File: src/rtl/ccff_pkg.sv
// Shared types and per-tile chain lengths for the ccff configuration-chain loader.
package ccff_pkg;
  typedef enum logic [1:0] {IDLE, WAIT, SHIFT, DONE} ccff_state_e;

  localparam int CCFF_WORD_W = 8;
  // sb_0__0_: 9 size-2 mems x 2 bits + 2 size-7 mems x 3 bits
  localparam int SB_0__0_CHAIN_LEN = 24;

  typedef logic [CCFF_WORD_W-1:0] ccff_word_t;
endpackage

File: src/rtl/ccff_chain_loader_if.sv
// Bitstream word stream into the loader plus the readback word stream out of it.
interface ccff_chain_loader_if #(parameter int WORD_W = 8);
  logic [WORD_W-1:0] word_in;
  logic              word_valid;
  logic              word_ready;
  logic [WORD_W-1:0] rb_data;
  logic              rb_valid;

  modport master (output word_in, word_valid, input word_ready, rb_data, rb_valid);
  modport slave  (input word_in, word_valid, output word_ready, rb_data, rb_valid);
endinterface

File: src/rtl/ccff_piso_sipo.sv
// Word shift register pair: serialises the load word MSB-first and collects the tail bits back.
module ccff_piso_sipo #(
  parameter int  WORD_W = 8,
  localparam int IDX_W  = $clog2(WORD_W)
) (
  input  logic              clk,
  input  logic              rst,
  input  logic              load,
  input  logic              shift,
  input  logic [WORD_W-1:0] load_data,
  input  logic              ser_in,
  input  logic [IDX_W-1:0]  align_amt,
  output logic              ser_out,
  output logic [WORD_W-1:0] par_out
);
  logic [WORD_W-1:0] shreg, rbreg, rb_nxt;

  assign rb_nxt = {rbreg[WORD_W-2:0], ser_in};

  always_ff @(posedge clk) begin
    if (rst) begin
      shreg <= '0;
      rbreg <= '0;
    end else begin
      if (load)       shreg <= load_data;
      else if (shift) shreg <= {shreg[WORD_W-2:0], 1'b0};
      // align_amt is nonzero only on a truncated final word: left-justify it, zero fill
      if (shift)      rbreg <= rb_nxt << align_amt;
    end
  end

  assign ser_out = shreg[WORD_W-1];
  assign par_out = rbreg;
endmodule

File: src/rtl/ccff_chain_loader.sv
// Drives a ccff chain from a word stream: one bit per cycle, exactly CHAIN_LEN shifts, with readback.
module ccff_chain_loader import ccff_pkg::*; #(
  parameter int  CHAIN_LEN = SB_0__0_CHAIN_LEN,
  parameter int  WORD_W    = CCFF_WORD_W,
  localparam int CNT_W     = $clog2(CHAIN_LEN+1),
  localparam int IDX_W     = $clog2(WORD_W)
) (
  input  logic                prog_clk,
  input  logic                prog_reset,
  input  logic                start,
  ccff_chain_loader_if.slave  bus,
  output logic                ccff_head,
  output logic                ccff_shift_en,
  input  logic                ccff_tail,
  output logic                busy,
  output logic                done,
  output logic [CNT_W-1:0]    shift_count
);
  ccff_state_e      state, state_nxt;
  logic [IDX_W-1:0] bit_idx, align_amt;
  logic             rb_valid_q, last_bit, last_shift, accept, start_ok, ser_out;

  assign last_bit   = (bit_idx == '0);
  assign last_shift = (state == SHIFT) && (shift_count == CNT_W'(CHAIN_LEN-1));
  assign start_ok   = start && ((state == IDLE) || (state == DONE));
  assign accept     = bus.word_valid && bus.word_ready;
  assign align_amt  = last_shift ? bit_idx : '0;

  always_ff @(posedge prog_clk) begin
    if (prog_reset) state <= IDLE;
    else            state <= state_nxt;
  end

  always_comb begin
    state_nxt = state;
    case (state)
      IDLE, DONE: if (start) state_nxt = WAIT;
      WAIT:       if (accept) state_nxt = SHIFT;
      SHIFT: begin
        if (last_shift)    state_nxt = DONE;
        else if (last_bit) state_nxt = accept ? SHIFT : WAIT;
      end
      default:    state_nxt = IDLE;
    endcase
  end

  // word_ready looks ahead on the last bit of a word so consecutive words carry no bubble
  always_comb begin
    bus.word_ready = 1'b0;
    ccff_shift_en  = 1'b0;
    busy           = 1'b0;
    case (state)
      WAIT: begin
        bus.word_ready = 1'b1;
        busy           = 1'b1;
      end
      SHIFT: begin
        bus.word_ready = last_bit && !last_shift;
        ccff_shift_en  = 1'b1;
        busy           = 1'b1;
      end
      default: ;
    endcase
    ccff_head = ccff_shift_en & ser_out;
  end

  always_ff @(posedge prog_clk) begin
    if (prog_reset) begin
      bit_idx     <= '0;
      shift_count <= '0;
      done        <= 1'b0;
      rb_valid_q  <= 1'b0;
    end else begin
      rb_valid_q <= (state == SHIFT) && (last_bit || last_shift);
      if (start_ok) begin
        shift_count <= '0;
        done        <= 1'b0;
      end else if (state == SHIFT && shift_count != CNT_W'(CHAIN_LEN)) begin
        shift_count <= shift_count + CNT_W'(1);
      end
      if (last_shift) done <= 1'b1;
      if (accept)                           bit_idx <= IDX_W'(WORD_W-1);
      else if (state == SHIFT && !last_bit) bit_idx <= bit_idx - IDX_W'(1);
    end
  end

  assign bus.rb_valid = rb_valid_q;

  ccff_piso_sipo #(.WORD_W(WORD_W)) u_piso_sipo (
    .clk       (prog_clk),
    .rst       (prog_reset),
    .load      (accept),
    .shift     (state == SHIFT),
    .load_data (bus.word_in),
    .ser_in    (ccff_tail),
    .align_amt (align_amt),
    .ser_out   (ser_out),
    .par_out   (bus.rb_data)
  );
endmodule

File: src/flat_wrapper.sv
// flat-port wrapper written by rule: the top's interface ports become plain ports
module ccff_chain_loader_flat import ccff_pkg::*;
#(
  parameter int  CHAIN_LEN = SB_0__0_CHAIN_LEN,
  parameter int  WORD_W    = CCFF_WORD_W,
  localparam int CNT_W     = $clog2(CHAIN_LEN+1),
  localparam int IDX_W     = $clog2(WORD_W)
)
  (prog_clk, prog_reset, start, ccff_head, ccff_shift_en, ccff_tail, busy, done, shift_count, bus_word_in, bus_word_valid, bus_word_ready, bus_rb_data, bus_rb_valid);
  ccff_chain_loader_if #(.WORD_W(WORD_W)) bus_i ();
  input  logic prog_clk;
  input  logic prog_reset;
  input  logic start;
  output logic ccff_head;
  output logic ccff_shift_en;
  input  logic ccff_tail;
  output logic busy;
  output logic done;
  output logic [CNT_W-1:0] shift_count;
  input wire logic [$bits(bus_i.word_in)-1:0] bus_word_in;
  input wire logic [$bits(bus_i.word_valid)-1:0] bus_word_valid;
  output wire logic [$bits(bus_i.word_ready)-1:0] bus_word_ready;
  output wire logic [$bits(bus_i.rb_data)-1:0] bus_rb_data;
  output wire logic [$bits(bus_i.rb_valid)-1:0] bus_rb_valid;
  assign bus_i.word_in = bus_word_in;
  assign bus_i.word_valid = bus_word_valid;
  assign bus_word_ready = bus_i.word_ready;
  assign bus_rb_data = bus_i.rb_data;
  assign bus_rb_valid = bus_i.rb_valid;
  ccff_chain_loader #(.CHAIN_LEN(CHAIN_LEN), .WORD_W(WORD_W)) u_core (.prog_clk(prog_clk), .prog_reset(prog_reset), .start(start), .bus(bus_i), .ccff_head(ccff_head), .ccff_shift_en(ccff_shift_en), .ccff_tail(ccff_tail), .busy(busy), .done(done), .shift_count(shift_count));
endmodule
File: config.mk
export PLATFORM = sky130hd
export DESIGN_NAME = ccff_chain_loader_flat
export DESIGN_NICKNAME = d
export VERILOG_FILES = /design/src/rtl/ccff_pkg.sv /design/src/rtl/ccff_chain_loader_if.sv /design/src/rtl/ccff_piso_sipo.sv /design/src/rtl/ccff_chain_loader.sv /design/src/flat_wrapper.sv
export SDC_FILE = /design/constraint.sdc
export NUM_CORES = 1
export LEC_CHECK = 0
export ABC_AREA = 1
export CORE_UTILIZATION = 50
export CTS_BUF_LIST = sky130_fd_sc_hd__clkbuf_16
export DETAILED_ROUTE_END_ITERATION = 10
export GPL_TIMING_DRIVEN = 0
export PLACE_DENSITY = 0.78
export SLEW_MARGIN = 20
export SYNTH_ARGS = -nofsm -noshare
export SYNTH_HDL_FRONTEND = slang
export SYNTH_SLANG_ARGS = --single-unit
export TNS_END_PERCENT = 1
File: constraint.sdc
create_clock -name prog_clk -period 1.9 [get_ports prog_clk]
set_input_delay 0.57 -clock prog_clk [delete_from_list [all_inputs] [get_ports prog_clk]]
set_output_delay 0.57 -clock prog_clk [all_outputs]
set_load 0.1 [all_outputs]
==> flow_summary.toml, run 1 <==
[status]
status = "finished, violations left"
failed_checks = "negative setup slack"

[detailed_routing]
drt-total-wl_um = 4170
dr_wl_met2_um = 2050
ant_nets = 0
top_layer = "met4"
drtPass1Iterations = 5
wl_met1_um = 1820
route.detailed.drc = 0
num_vias = 1725
avgRoutedWirePerCell_um = 13.4
drt_iter0_markers = 156
routed_via_density = 5.55
met3_wirelength_um = 165

[yosys]
synth_most_common_cell = "nand2_1"
yosys.area.top_type = "dfxtp_1"
synth-seq-cells = 28
ys_warn_count = 0
synth.top_cells.by_count = "nand2_1 (48), dfxtp_1 (28), nand3_1 (28), inv_1 (21), a21oi_1 (16)"
ys_seq_area_share_pct = 34.9
syn_inst = 219
ys_types = 28
synthesis.nets = 238
synth.avg_cell_area_um2 = 7.34
synthesis.area_mm2 = 0.00161
ys.flop_type = "dfxtp_1"
ys_async_sr_fraction_pct = 0
synth_top_area_share_pct = 34.9
ys_top_cells_by_area = "dfxtp_1 (35%), nand2_1 (11%), nand3_1 (8.7%), nand4_1 (5.1%), a21oi_1 (5.0%)"
synth-edff-count = 0

[power]
power_density_mw_per_mm2 = 1360
p_sw_w = 0.00144
leakage_nw = 0.900
p_int_w = 0.00174
power_frac_clock_pct = 18.0
swShare_pct = 45.3
fin_total_pwr_w = 0.00318
comb_power_share_pct = 57.2
vdd.ir_drop.worst_v = 0.00127
p_seq_share_pct = 24.8

[floorplanning]
std_cell_rows = 20
die_x_um = 58.7
io_pins = 32
start_util_pct = 52.6
die_h_um = 58.7
die-area_mm2 = 0.00344
core_area_mm2 = 0.00305

[sta]
relSlewSlack_pct = 63.4
slew_viol_final = 0
setup_ws_ns = -0.133
fin_crit_sh_pct = 107
fmax_ghz = 0.492
finalSetupViolations = 2
tightest_slew_ns = 0.552
rsz0062_at_grt = "true"
fin_tns_setup_ns = -0.258
hold_violations = 0
finalCriticalPeriod_ns = 2.03
skew_ns = 0.00311
whs_ns = 0.472

[critical_path]
path_cells = "inv_2 > ha_4 > buf_12 > buf_12 > nand2_4 > clkinvlp_4 > buf_12"
crit_arrival_ns = 1.46
cp-start-kind = "flop"
criticalPathCategory = "flop to output pin"
slowest_stage = "dfxtp_2"
cp_top_family = "buffers and inverters"
cp_max_fo = 10
worstPathRequired_ns = 1.33
slowest_delay_ns = 0.37
path_common_cell = "buf_12"
cp_num_buf_inv = 5
worst_setup_path_end_kind = "output pin"

[final_layout]
n_antenna_cell = 0
post-route-util_pct = 76.7
drive_gt1_share_pct = 29.2
seq_area_um2 = 582
n_fill_cell = 222
syn2layout_area_growth_pct = 45.7
final_cell_count_no_fill = 311
nets = 287
multi_input_area_um2 = 967

[clock_tree]
path_clk_slew_ns = 0.07
cts_max_level = 1
clk_latency_ns = 0.26
clk_path_buf_depth = 2
cts-root-buf = "clkbuf_16"
cts_sinks = 28
cts_buffers = 3
cts_tree = "yes"

[placement]
hpwlAfterDp_um = 2660
dp_cells = 293
numPortBuffers = 30
routabilityCongestion = 0.916

[grt]
antenna_found_initial = 0
grt_pass1_vias = 1542
gr-total-overflow = 0
grt_util_all_layers_pct = 24.0
grt_pass1_wl_um = 6450
grt_max_degree = 17

[min_path]
hold_path.class = "flop to flop"

[job]
drv_cap = 0
[tightest hold or removal path: stages (launching register included)]
cell	delay (ns)
dfxtp_1	0.31
nand2_1	0.06
a21oi_1	0.06
[power by group through the flow]
stage	Combinational (W)	Clock [W]	Sequential, W
2_1_floorplan	0.00108	0	0.000881
3_3_place_gp	0.00145	0	0.000777
3_5_place_dp	0.00146	0	0.000779
4_1_cts	0.00165	0.000574	0.000768
5_1_grt	0.00194	0.000606	0.000800
6_report	0.00182	0.000572	0.000791
[cell usage in the layout (no fill, tap or decap), types with 4 or more instances in the layout]
master	synthesis	layout
nand2_1	48	46
nand3_1	28	27
dfxtp_1	28	19
buf_4	1	16
inv_1	21	15
a21oi_1	16	15
clkdlybuf4s15_2	0	15
nand4_1	13	13
nor2_1	11	11
clkdlybuf4s50_1	0	11
o21ai_0	8	8
mux2i_1	6	6
a211oi_1	6	6
inv_2	3	5
dfxtp_2	0	5
nand3_4	3	4
buf_12	0	4
clkbuf_16	0	4
dfxtp_4	0	4
[kinds of logic (layout without fill, tap and decap cells)]
| group | Yosys count | count (layout) | share of synthesized area [%] |
|---|---|---|---|
| DFF | 28 | 28 | 34.9 |
| muxes | 6 | 6 | 3.74 |
| xor gates and xnor gates | 1 | 1 | 0.545 |
| and+or+nand+nor | 110 | 110 | 34.1 |
| buffers and inverters | 33 | 81 | 9.66 |
| AOI/OAI and AO/OA | 35 | 35 | 12.4 |
| adders and majority gates | 6 | 6 | 4.67 |
[registers in the layout, summed over array words and instances (netlist names)]
name and cells:
u_core.done 1, u_core.state 2, u_core.bus.rb_valid 1, u_core.u_piso_sipo.shreg 8, u_core.shift_count 5, u_core.bit_idx 3
u_core.u_piso_sipo.par_out 8
[metal layers]
| metal | GRT usage (%) | vias to the layer above |
|---|---|---|
| met2 | 40.6 | 76 |
| met3 | 2.20 | 17 |
| met4 | 10.5 | 0 |
| met5 | 0 | - |
| li1 | - | 840 |
| met1 | 31.4 | 792 |
[area by class of cell]
class                   instances  share of cell area, %
plain buffers                   7                   3.15
clock buffers                   4                   4.28
inverters                      25                   4.81
multi-input cells             158                   41.3
flip-flops and latches         28                   24.9
well taps                      44                   2.35
repair buffers                 45                   19.2
[metrics by stage]
stage          area, um2  setup WS [ns]
2_1_floorplan       1700         -0.138
3_5_place_dp        2050         -0.915
3_3_place_gp        2050         -0.915
4_1_cts             2260         -0.139
5_1_grt             2340         -0.185
6_report            2340         -0.133
[final timing paths]
path | from | to | slack (ns) | cells after the start
setup / recovery | u_core.state[0] | ccff_head | -0.13 | 7
hold / removal | u_core.u_piso_sipo.shreg[0] | u_core.u_piso_sipo.shreg[0] | 0.47 | 2
setup reg to reg | u_core.state[0] | u_core.state[0] | 0.18 | 8
hold reg to reg | u_core.u_piso_sipo.shreg[0] | u_core.u_piso_sipo.shreg[0] | 0.47 | 2
[timing repair]
item,4_1_cts,5_1_grt
hold buffers,0,0
setup buffers,4,11
resized for setup,84,8
pin swaps,2,5
setup endpoints to repair,19,4
No activity file was read; power rests on OpenSTA's default activity.
==> run 2, diff against run 1 <==
--- a/config.mk
+++ b/config.mk
@@ -6,11 +6,11 @@
 export NUM_CORES = 1
 export LEC_CHECK = 0
 export ABC_AREA = 1
-export CORE_UTILIZATION = 50
+export CORE_UTILIZATION = 45
 export CTS_BUF_LIST = sky130_fd_sc_hd__clkbuf_16
 export DETAILED_ROUTE_END_ITERATION = 10
 export GPL_TIMING_DRIVEN = 0
-export PLACE_DENSITY = 0.78
+export PLACE_DENSITY = 0.71
 export SLEW_MARGIN = 20
 export SYNTH_ARGS = -nofsm -noshare
 export SYNTH_HDL_FRONTEND = slang
==> flow_summary.toml, run 2 (synthesis results as in run 1) <==
[status]
status = "finished, violations left"
failed_checks = "negative setup slack"

[floorplanning]
core_area_mm2 = 0.00339
die_h_um = 61.8
io_pins = 32
die-area_mm2 = 0.00381
start_util_pct = 47.4
std_cell_rows = 21
die_x_um = 61.8

[grt]
grt_pass1_vias = 1419
grt_util_all_layers_pct = 22.0
antenna_found_initial = 0
grt_max_degree = 17
grt_pass1_wl_um = 6250
gr-total-overflow = 0

[placement]
pre_cts_ws_ns = -0.902
dp_cells = 295
hpwlAfterDp_um = 2770
routabilityCongestion = 0.802
numPortBuffers = 30

[final_layout]
syn2layout_area_growth_pct = 42.9
final_common_cell = "nand2_1"
drive_gt1_share_pct = 27.4
final_cell_count_no_fill = 309
n_antenna_cell = 0
final_cell_mix = "nand2_1 (46), nand3_1 (27), dfxtp_1 (20), inv_1 (16), a21oi_1 (15)"
post-route-util_pct = 67.7
n_fill_cell = 289
nets = 283

[critical_path]
reg2reg_slack_ns = 0.20
slowest_delay_ns = 0.37
path_cells = "ha_4 > nand4_1 > nand3_4 > a21oi_4 > buf_12"
cp_max_fo = 5
slowest_stage = "dfxtp_4"
r2r.worst_path.cells = 10
cp-start-kind = "flop"
worstReg2RegEnd = "u_core.bit_idx[1]"
crit_arrival_ns = 1.45
cp_top_family = "flip-flops"
worst_setup_path_end_kind = "output pin"
reg2reg_from = "u_core.bit_idx[0]"
worstPathRequired_ns = 1.33
cp_num_buf_inv = 1
criticalPathCategory = "flop to output pin"

[clock_tree]
path_clk_slew_ns = 0.07
cts-root-buf = "clkbuf_16"
clk_latency_ns = 0.27
cts_sinks = 28
cts_max_level = 1
holdBufCountCts = 0
cts_tree = "yes"
cts_buffers = 3
clk_path_buf_depth = 2

[power]
leakage_nw = 0.878
vdd.ir_drop.worst_v = 0.00193
power_density_mw_per_mm2 = 1370

[sta]
finalCriticalPeriod_ns = 2.02
finalSetupViolations = 2
relSlewSlack_pct = 63.4
fmax_ghz = 0.496
rsz0062_at_grt = "true"
slew_viol_final = 0
fin_tns_setup_ns = -0.218
skew_ns = 0.00338
tightest_slew_ns = 0.551
fin_crit_sh_pct = 106
setup_ws_ns = -0.116
hold_violations = 0

[min_path]
hold_path.class = "flop to flop"
hold_path_end = "u_core.u_piso_sipo.shreg[0]"
min_from = "u_core.u_piso_sipo.shreg[0]"
holdPathStages = 2

[detailed_routing]
routed_via_density = 5.36
met3_wirelength_um = 188
avgRoutedWirePerCell_um = 13.3
num_vias = 1656
dr_wl_met2_um = 1980
wl_met1_um = 1870
ant_nets = 0
drt_iter0_markers = 106
drt-total-wl_um = 4110
drtPass1Iterations = 4
route.detailed.drc = 0
top_layer = "met4"

[job]
drv_cap = 0
## run 2: cell types whose count changed in the layout (fill, tap and decap cells not counted), sizes merged
| cell | before | now |
|---|---|---|
| buf | 24 | 20 |
| clkbuf | 6 | 7 |
| clkdlybuf4s15 | 15 | 14 |
## run 2: layout make-up
cell class,instances,area [um2],area share [%]
clock buffer,4,100,4.36
tap,46,57.6,2.51
inverter,25,110,4.80
sequential,28,578,25.2
timing repair buffer,41,414,18.0
multi-input combinational,158,967,42.1
buffer,7,68.8,3.00
## run 2: worst max path at each step
stage / cells after the start / slack (ns) / from / endpoint
6_report: 5 / -0.12 / u_core.shift_count[0] / bus_word_ready
4_1_cts: 8 / -0.14 / u_core.bit_idx[0] / bus_word_ready
3_5_place_dp: 8 / -0.90 / u_core.bit_idx[0] / bus_word_ready
5_1_grt: 5 / -0.19 / u_core.shift_count[1] / bus_word_ready
3_3_place_gp: 8 / -0.91 / u_core.bit_idx[0] / bus_word_ready
2_1_floorplan: 4 / -0.14 / u_core.state[0] / bus_word_ready
## run 2: timing repair
| action | CTS | global route |
|---|---|---|
| gates resized for setup | 81 | 6 |
| endpoints found under the setup margin | 19 | 4 |
| buffers inserted | 5 | 6 |
| pin swaps | 3 | 3 |
## run 2: layer usage
metal  up-vias  GRT usage (%)
li1        835              -
met1       759           30.5
met2        53           35.8
met3         9           2.90
met4         0           6.35
met5         -              0
## run 2: where the power goes
| group | switching [W] | internal [W] |
|---|---|---|
| clock network | 0.000211 | 0.000367 |
| logic | 0.00112 | 0.000658 |
| registers | 0.0000870 | 0.000692 |
| total | 0.00142 | 0.00172 |
## run 2: tightest hold or removal path: stages (launching register included)
cell and delay, ns:
dfxtp_1 0.31, nand2_1 0.06, a21oi_1 0.05
## run 2: per-stage QoR
stage | hold WS, ns | area [um2] | power, W
global placement | 0.463 | 2060 | 0.00223
CTS | 0.477 | 2250 | 0.00300
detailed placement | 0.467 | 2060 | 0.00225
global route | 0.496 | 2300 | 0.00330
finish | 0.471 | 2300 | 0.00314
floorplan | 0.443 | 1700 | 0.00196
